**src/rtl/noc_local_injector.sv**
```systemverilog
// Credit-based flit transmitter feeding a router local input port.
// Sends header (target), size, then payload flits; a flit moves when tx && credit_i.
//
// state   | meaning
// --------+-----------------------------------------------------------
// IDLE    | no packet in flight, descriptor may be accepted
// HEADER  | header flit (target) on data_out, waiting for credit
// SIZE    | size flit on data_out, first payload fetched on its accept
// PAYLOAD | streaming payload flits, remaining > 0 still to be loaded
// DRAIN   | last payload flit on data_out, waiting for its accept
module noc_local_injector #(
    parameter int FLIT_WIDTH = 16,
    parameter int CNT_WIDTH  = 32
) (
    input  logic                  clock,
    input  logic                  reset,
    input  logic                  pkt_valid,
    output logic                  pkt_ready,
    input  logic [FLIT_WIDTH-1:0] pkt_target,
    input  logic [FLIT_WIDTH-1:0] pkt_size,
    input  logic                  pl_valid,
    output logic                  pl_ready,
    input  logic [FLIT_WIDTH-1:0] pl_data,
    output logic                  clock_tx,
    output logic                  tx,
    output logic [FLIT_WIDTH-1:0] data_out,
    input  logic                  credit_i,
    output logic                  busy,
    output logic                  pkt_done,
    output logic [CNT_WIDTH-1:0]  flits_sent
);

    typedef enum logic [2:0] {
        IDLE    = 3'd0,
        HEADER  = 3'd1,
        SIZE    = 3'd2,
        PAYLOAD = 3'd3,
        DRAIN   = 3'd4
    } state_t;

    state_t                state_q, state_d;
    logic                  tx_d;
    logic [FLIT_WIDTH-1:0] data_d;
    logic                  done_d;
    logic [FLIT_WIDTH-1:0] size_q, size_d;
    logic [FLIT_WIDTH-1:0] remaining_q, remaining_d;

    logic accept;
    logic slot_free;
    logic size_zero;

    assign clock_tx  = clock;
    assign accept    = tx && credit_i;
    assign slot_free = !tx || credit_i;
    assign size_zero = (size_q == '0);

    always_ff @(posedge clock) begin
        if (reset) begin
            state_q     <= IDLE;
            tx          <= 1'b0;
            data_out    <= '0;
            pkt_done    <= 1'b0;
            size_q      <= '0;
            remaining_q <= '0;
            flits_sent  <= '0;
        end else begin
            state_q     <= state_d;
            tx          <= tx_d;
            data_out    <= data_d;
            pkt_done    <= done_d;
            size_q      <= size_d;
            remaining_q <= remaining_d;
            if (accept) begin
                flits_sent <= flits_sent + CNT_WIDTH'(1);
            end
        end
    end

    always_comb begin
        state_d     = state_q;
        tx_d        = tx;
        data_d      = data_out;
        done_d      = 1'b0;
        size_d      = size_q;
        remaining_d = remaining_q;
        // Holding pkt_ready low during the pkt_done cycle gives the fixed
        // one-cycle gap the router side expects between packets.
        pkt_ready   = (state_q == IDLE) && !pkt_done;
        pl_ready    = 1'b0;
        busy        = (state_q != IDLE);

        unique case (state_q)
            IDLE: begin
                if (pkt_valid && pkt_ready) begin
                    size_d  = pkt_size;
                    data_d  = pkt_target;
                    tx_d    = 1'b1;
                    state_d = HEADER;
                end
            end

            HEADER: begin
                if (accept) begin
                    data_d  = size_q;
                    tx_d    = 1'b1;
                    state_d = SIZE;
                end
            end

            SIZE: begin
                pl_ready = !size_zero && credit_i;
                if (accept) begin
                    if (size_zero) begin
                        tx_d    = 1'b0;
                        done_d  = 1'b1;
                        state_d = IDLE;
                    end else if (pl_valid) begin
                        data_d      = pl_data;
                        tx_d        = 1'b1;
                        remaining_d = size_q - FLIT_WIDTH'(1);
                        state_d     = (size_q == FLIT_WIDTH'(1)) ? DRAIN : PAYLOAD;
                    end else begin
                        tx_d        = 1'b0;
                        remaining_d = size_q;
                        state_d     = PAYLOAD;
                    end
                end
            end

            PAYLOAD: begin
                pl_ready = slot_free;
                if (slot_free) begin
                    if (pl_valid) begin
                        data_d      = pl_data;
                        tx_d        = 1'b1;
                        remaining_d = remaining_q - FLIT_WIDTH'(1);
                        if (remaining_q == FLIT_WIDTH'(1)) begin
                            state_d = DRAIN;
                        end
                    end else begin
                        tx_d = 1'b0;
                    end
                end
            end

            DRAIN: begin
                if (accept) begin
                    tx_d    = 1'b0;
                    done_d  = 1'b1;
                    state_d = IDLE;
                end
            end

            default: begin
                tx_d    = 1'b0;
                state_d = IDLE;
            end
        endcase
    end

endmodule
```
**config.mk**
```make
export PLATFORM = sky130hd
export DESIGN_NAME = noc_local_injector
export DESIGN_NICKNAME = d
export VERILOG_FILES = /design/src/rtl/noc_local_injector.sv
export SDC_FILE = /design/constraint.sdc
export NUM_CORES = 1
export LEC_CHECK = 0
export ABC_AREA = 1
export CAP_MARGIN = 15
export CORE_MARGIN = 2
export CORE_UTILIZATION = 30
export CTS_CLUSTER_SIZE = 30
export DETAILED_ROUTE_END_ITERATION = 7
export PLACE_DENSITY_LB_ADDON = 0.3
export SKIP_LAST_GASP = 1
export SLEW_MARGIN = 5
export SYNTH_ARGS = -nofsm -noshare
export SYNTH_HDL_FRONTEND = slang
export SYNTH_SLANG_ARGS = --single-unit
```
**constraint.sdc**
```tcl
create_clock -name clock -period 1.4 [get_ports clock]
set_input_delay 0.14 -clock clock [delete_from_list [all_inputs] [get_ports clock]]
set_output_delay 0.14 -clock clock [all_outputs]
set_load 0.005 [all_outputs]
```
==> results of run 1 <==
[where the power goes]
part / internal (mW) / switching (mW)
Combinational: 4.34 / 4.78
Clock: 1.80 / 1.18
Sequential: 2.94 / 0.387
[worst max-delay path by stage]
stage                           endpoint  slack, ps  cells after the start
after global placement    flits_sent[20]       -430                      9
after global routing         data_out[5]       -400                     13
after detailed placement  flits_sent[20]       -490                      9
after CTS                       pl_ready       -310                      8
after floorplan                       tx        -40                      8
final                        data_out[5]       -330                     13
[layout make-up]
class,count,area (um2),area share [%]
flip-flops and latches,85,1792,19.41
clock buffers,13,309.0,3.348
repair inverters,1,11.26,0.1220
repair buffers,289,2671,28.94
multi-input cells,629,3762,40.76
clock inverters,7,80.08,0.8676
well taps,220,275.3,2.982
inverters,83,329.1,3.565
[cell families (layout without fill, tap and decap cells)]
logic type / after synthesis / in the layout / share of synthesized area (%)
xor+xnor: 7 / 7 / 1.189
compound gates: 150 / 150 / 15.36
flops: 85 / 85 / 32.99
fa+ha+maj: 5 / 5 / 1.213
buf+inv: 109 / 393 / 9.243
simple gates: 467 / 467 / 40.01
[cells in the mapped netlist (2+ instances only)]
library cell	n
nor2_1	143
nand2_1	211
o21bai_1	3
nand3b_1	3
nand2_2	8
nand4_1	10
dfxtp_1	85
xor2_1	6
buf_6	6
and3_1	4
nand2_4	2
inv_2	5
o21a_1	3
clkbuf_1	9
inv_1	77
nor2_4	7
nor3_1	12
ha_1	5
buf_4	3
nand3_1	54
o21ai_0	67
buf_2	7
o21ai_1	2
a21oi_1	70
nor2_2	4
nor2_8	3
[flip-flops by register name, indices dropped and copies added (netlist names)]
register     cells
size_q          16
state_q          3
data_out        16
flits_sent      32
tx               1
remaining_q     16
pkt_done         1
[worst min-delay path, cell delays in order]
cell	delay [ps]
clkdlybuf4s50_1	420
o21ai_2	130
a21oi_1	30
[stage by stage]
stage / power, mW / hold slack [ps] / worst slack, ps
floorplan: 7.312 / 220.8 / -40.16
global placement: 10.25 / 466.3 / -434.9
detailed placement: 10.30 / 473.4 / -487.8
CTS: 14.45 / 299.8 / -312.3
global route: 16.53 / 299.5 / -396.7
finish: 15.43 / 287.9 / -329.8
[per-layer routing]
layer  GRT usage (%)  wire length, um
met1           24.83             8127
met2           36.44             9851
met3           4.842             1001
met4           5.729              277
met5               0                0
[what timing repair did]
item | in CTS | in global routing
pin swaps | 38 | 66
endpoints found under the setup margin | 111 | 80
resized for setup | 219 | 168
cloned | 5 | 2
buffers inserted | 35 | 21
==> summary.md, run 1 <==
| Metric | Value |
|---|---|
| Post-DP HPWL | ~13000 um |
| Worst-Skew Late Latency | 470 ps |
| Gpl congestion | 0.8722 |
| I/O pin count | 107 |
| Fin crit period | 1730 ps |
| I/O Buffers | 106 |
| Most common cell after layout, fill and taps aside | nand2_1 |
| Clock tree from TritonCTS | built |
| Cells after DPL | roughly 1300 |
| Placed Area | 7468 um2 |
| Reg2reg start | state_q[2] |
| Post-synthesis net count | 881 |
| CP bufs+invs | 4 |
| CP cell instances | buf_6, buf_6, nor3_4, buf_4, nand2_2, nand2_2, nor2_4, nand2_4, nor2_8, clkbuf_16, nand2_2, nand2_1, nor2_1 |
| Slowest cell on the critical path | dfxtp_4 |
| Share of synthesized registers carrying an async set or reset | 0% |
| Clk pin slew, worst setup/hold paths | roughly 70 ps |
| Biggest area consumer among synthesized cells | dfxtp_1 |
| Via count | 6354 |
| Worst setup path startpoint | state_q[2] |
| Synth-to-Final Area Change | 78.97% |
| Tcrit/Tclk final | 123.6% |
| Vias in the first global route | 6153 |
| First-pass GRT wire length | 29810 um |
| Max cap viols | 0 |
| Power Density | around 1700 nW/um2 |
| Critical Path Source Type | flop |
| Total Wirelength | approximately 19000 um |
| Fillers | 1591 |
| # diodes | 0 |
| Mapped cell area | 5157 um2 |
| Synthesized area per cell | ~6.3 um2 |
| Fin nets | between 1000 and 1500 |
| Total negative slack | -11960 ps |
| Die height | 135.1 um |
| Crit Path Category | reg -> reg |
| Routed Antenna Nets | 0 |
| Count of non-filler cells in the finished layout | 1327 |
| Clock Skew | 10.39 ps |
| Data arrival time of the worst path | around 2100 ps |
| Post-synth cell types | 40 |
| Post-synth EDFFs | 0 |
| Max Fclk | 578.1 MHz |
| Most used cell, CP | nand2_2 |
| Hold Startpoint | pkt_size[11] |
| Sink of the worst hold path | size_q[11] |
| Register-to-Register Path Depth | 13 |
| Setup crit end kind | flop |
| Largest fanout on the critical path | 8 |
| Synth top area cells | dfxtp_1 (33%), nand2_1 (15%), nor2_1 (10%) |
| Reg2Reg Setup Slack | -330 ps |
| Synth Register Bits | 85 |
| Outcome | finished with violations |
| # rows | 47 |
| Synth warnings | 0 |
| Reg-to-Reg End | data_out[5] |
| DR WL/cell | 14.51 um |
| Vias per cell | roughly 4.8 |
| Seq/Total Area, Yosys | 32.99% |
| Family with the most delay on the worst path | simple AND/OR/NAND/NOR gates |
| Worst-Margin Slew | 475.0 ps |
| DR DRC count | 0 |
| Failing checks | setup timing |
| Finished layout cell area | 9230 um2 |
| Top FF cell, synth | dfxtp_1 |
| RSZ-0062 raised after global routing | yes |
| Slowest stage delay, CP | 370 ps |
| WP data required | 1770 ps |
| Gr usage total | 20.55% |
| Share of cells above drive strength 1 | 40.92% |
| Core Area | roughly 17000 um2 |
| Peak supply drop | 0.9851 mV |
| Initial Util | 30.88% |
| Max-slew headroom | 68.30% |
| Leak Pwr | 4.177 nW |
| Global route overflow | 0 |
| Initial antenna violation count | 0 |
| Mapped Cells | 823 |
| Die X | 135.1 um |
| Final core utilization | 55.27% |
| Post-synth top area share | 32.99% |
| Slew Viols, Final | 0 |
| Commonest cells after routing, fill and taps aside | nand2_1 (160), buf_4 (143), nor2_1 (106) |
| Full die area | 18260 um2 |
| Final Worst Setup Slack | -329.8 ps |
| Pin count of the biggest net entering global routing | 37 |
| Hold Crit Depth | 3 |
| Hold Fails Final Rpt | 0 |
| Hold buffer count at cts | 0 |
| Iteration-0 DRC Markers | 392 |
| Setup-failing EPs final | 66 |
| Hold Path Class | in -> reg |
| DRT Pass-1 Iters | 4 |
No activity file was read; power rests on OpenSTA's default activity.
==> run 2: changes to the inputs <==
--- a/config.mk
+++ b/config.mk
@@ -11,6 +11,7 @@
 export CORE_UTILIZATION = 30
 export CTS_CLUSTER_SIZE = 30
 export DETAILED_ROUTE_END_ITERATION = 7
+export MAX_ROUTING_LAYER = met4
 export PLACE_DENSITY_LB_ADDON = 0.3
 export SKIP_LAST_GASP = 1
 export SLEW_MARGIN = 5
==> run 2 against run 1 <==
  * The run still ends with setup timing left
  * Fmax is 0.23% higher
  * Sequential share of layout area is essentially flat
  * Utilization about the same
  * Final area is essentially flat
  * Combinational power about the same
  * First-iteration DRC count down 1.8%
  * Critical path depth unchanged
  * Wire length grew 0.55%
  * Non-clock buffer count is the same
  * Largest cell class unchanged
  * Largest power group unchanged
  * Highest routed layer unchanged
==> summary.md, run 2 (same netlist as run 1, synthesis figures left out) <==
| Metric | Value |
|---|---|
| Critical Path Source Type | flop |
| Hold Startpoint | pkt_size[11] |
| Worst-Margin Slew | approximately 460 ps |
| Outcome | finished with violations |
| Finished layout cell area | 9226 um2 |
| Clock tree from TritonCTS | built |
| CP bufs+invs | 4 |
| Worst-Skew Late Latency | 470 ps |
| WP data required | 1770 ps |
| Slew Viols, Final | 0 |
| Failing checks | setup timing |
| # diodes | 0 |
| Worst setup path startpoint | state_q[2] |
| Fillers | about 1600 |
| Final Worst Setup Slack | -325.9 ps |
| Initial antenna violation count | 0 |
| Fin nets | 1160 |
| First-pass GRT wire length | 29790 um |
| Family with the most delay on the worst path | simple AND/OR/NAND/NOR gates |
| Gpl congestion | 0.8865 |
| Max reg flops | 32 |
| Pre-CTS setup slack | -487.8 ps |
| Post-DP HPWL | around 13000 um |
| Slowest cell on the critical path | dfxtp_4 |
| Slowest stage delay, CP | 370 ps |
| Placed Area | 7468 um2 |
| I/O Buffers | 106 |
| Die X | 135.1 um |
| # rows | 47 |
| Max cap viols | 0 |
| Largest fanout on the critical path | 8 |
| Most common cell after layout, fill and taps aside | nand2_1 |
| Clock Skew | 12.64 ps |
| Largest Register | flits_sent |
| Commonest cells after routing, fill and taps aside | nand2_1 (163), buf_4 (143), nor2_1 (106) |
| RSZ-0062 raised after global routing | yes |
| Full die area | 18260 um2 |
| Setup-failing EPs final | 66 |
| Core Area | 16700 um2 |
| Fin crit period | ~1700 ps |
| Synth-to-Final Area Change | 78.89% |
| Global route overflow | 0 |
| Pin count of the biggest net entering global routing | 37 |
| Clk pin slew, worst setup/hold paths | approximately 70 ps |
| Gr usage total | 21.18% |
| I/O pin count | 107 |
| Max Fclk | 579.4 MHz |
| Reg2Reg Setup Slack | -330 ps |
| Via count | approximately 6400 |
| Power Density | 1674 nW/um2 |
| Routed Antenna Nets | 0 |
| Hold slack final | 283.6 ps |
| DR DRC count | 0 |
| Tcrit/Tclk final | 123.3% |
| Most used cell, CP | nand2_2 |
| Total power | 15.45 mW |
| Iteration-0 DRC Markers | 385 |
| Vias in the first global route | 6164 |
| Peak supply drop | 0.9787 mV |
| Initial Util | between 30% and 40% |
| Hold Path Class | in -> reg |
| Setup crit end kind | flop |
| CP cell instances | buf_6, buf_6, nor3_4, buf_4, nand2_2, nand2_2, nor2_4, nand2_4, nor2_8, clkbuf_16, nand2_2, nand2_1, nor2_1 |
| Crit Path Category | reg -> reg |
| DRT Pass-1 Iters | 5 |
| Leak Pwr | 4.175 nW |
| Total Wirelength | 19360 um |
| Hold Fails Final Rpt | 0 |
| Data arrival time of the worst path | 2100 ps |
| Count of non-filler cells in the finished layout | ~1300 |
| Max-slew headroom | 69.21% |
| Share of cells above drive strength 1 | 40.65% |
| DR WL/cell | 14.59 um |
| Hold buffer count at cts | 0 |
| Reg2reg start | state_q[2] |
| Die height | between 100 and 150 um |
| Cells after DPL | 1259 |
| Vias per cell | 4.814 |
## run 2: changes by cell type in the layout (fill, tap and decap cells not counted)
cell             previous run  this run
clkdlybuf4s15_1             0         1
nor2_4                     29        30
nand2_2                    40        37
dfxtp_2                    36        37
o21ai_2                    16        15
dfxtp_1                    37        36
dlygate4sd2_1              50        49
nand2_1                   160       163
o21ai_0                    45        46
nor2_2                     19        18
## run 2: area by class of cell
type | instances | area, um2 | share of cell area (%)
clock buffer | 13 | 309.0 | 3.350
clock inverter | 7 | 80.08 | 0.8679
inverter | 83 | 329.1 | 3.567
multi-input combinational | 629 | 3756 | 40.71
sequential | 85 | 1793 | 19.43
tap | 220 | 275.3 | 2.983
timing repair buffer | 289 | 2673 | 28.97
timing repair inverter | 1 | 11.26 | 0.1221
## run 2: where the power goes
group	switching [mW]	internal, mW
logic	4.78	4.34
clock network	1.20	1.80
registers	0.398	2.94
total	6.37	9.08
## run 2: repair_timing
action	4_1_cts	5_1_grt
cloned	5	2
buffers inserted	35	21
resized for setup	219	166
pin swaps	38	66
endpoints found under the setup margin	111	81
## run 2: metrics by stage
step / util, % / TNS [ps]
floorplan: - / -40.16
global placement: 44.72 / -16930
detailed placement: 44.72 / -18410
CTS: 51.22 / -11520
global route: 55.24 / -17270
finish: 55.24 / -12080
## run 2: tightest hold or removal path, cell delays in order
cell and delay (ps):
clkdlybuf4s50_1 420, o21ai_2 130, a21oi_1 30
## run 2: path summary, 6_finish.rpt
path,cells past startpoint,end
hold reg to reg,2,data_out[1]
setup / recovery,13,data_out[5]
setup reg to reg,13,data_out[5]
hold / removal,3,size_q[11]
## run 2: routing by layer
layer | track usage (%) | vias to the layer above | wire, um
met3 | 4.842 | 26 | 1021
met4 | 5.729 | 0 | 297
met2 | 36.58 | 168 | 9903
met1 | 24.79 | 2983 | 8140
met5 | - | - | 0
li1 | - | 3211 | -
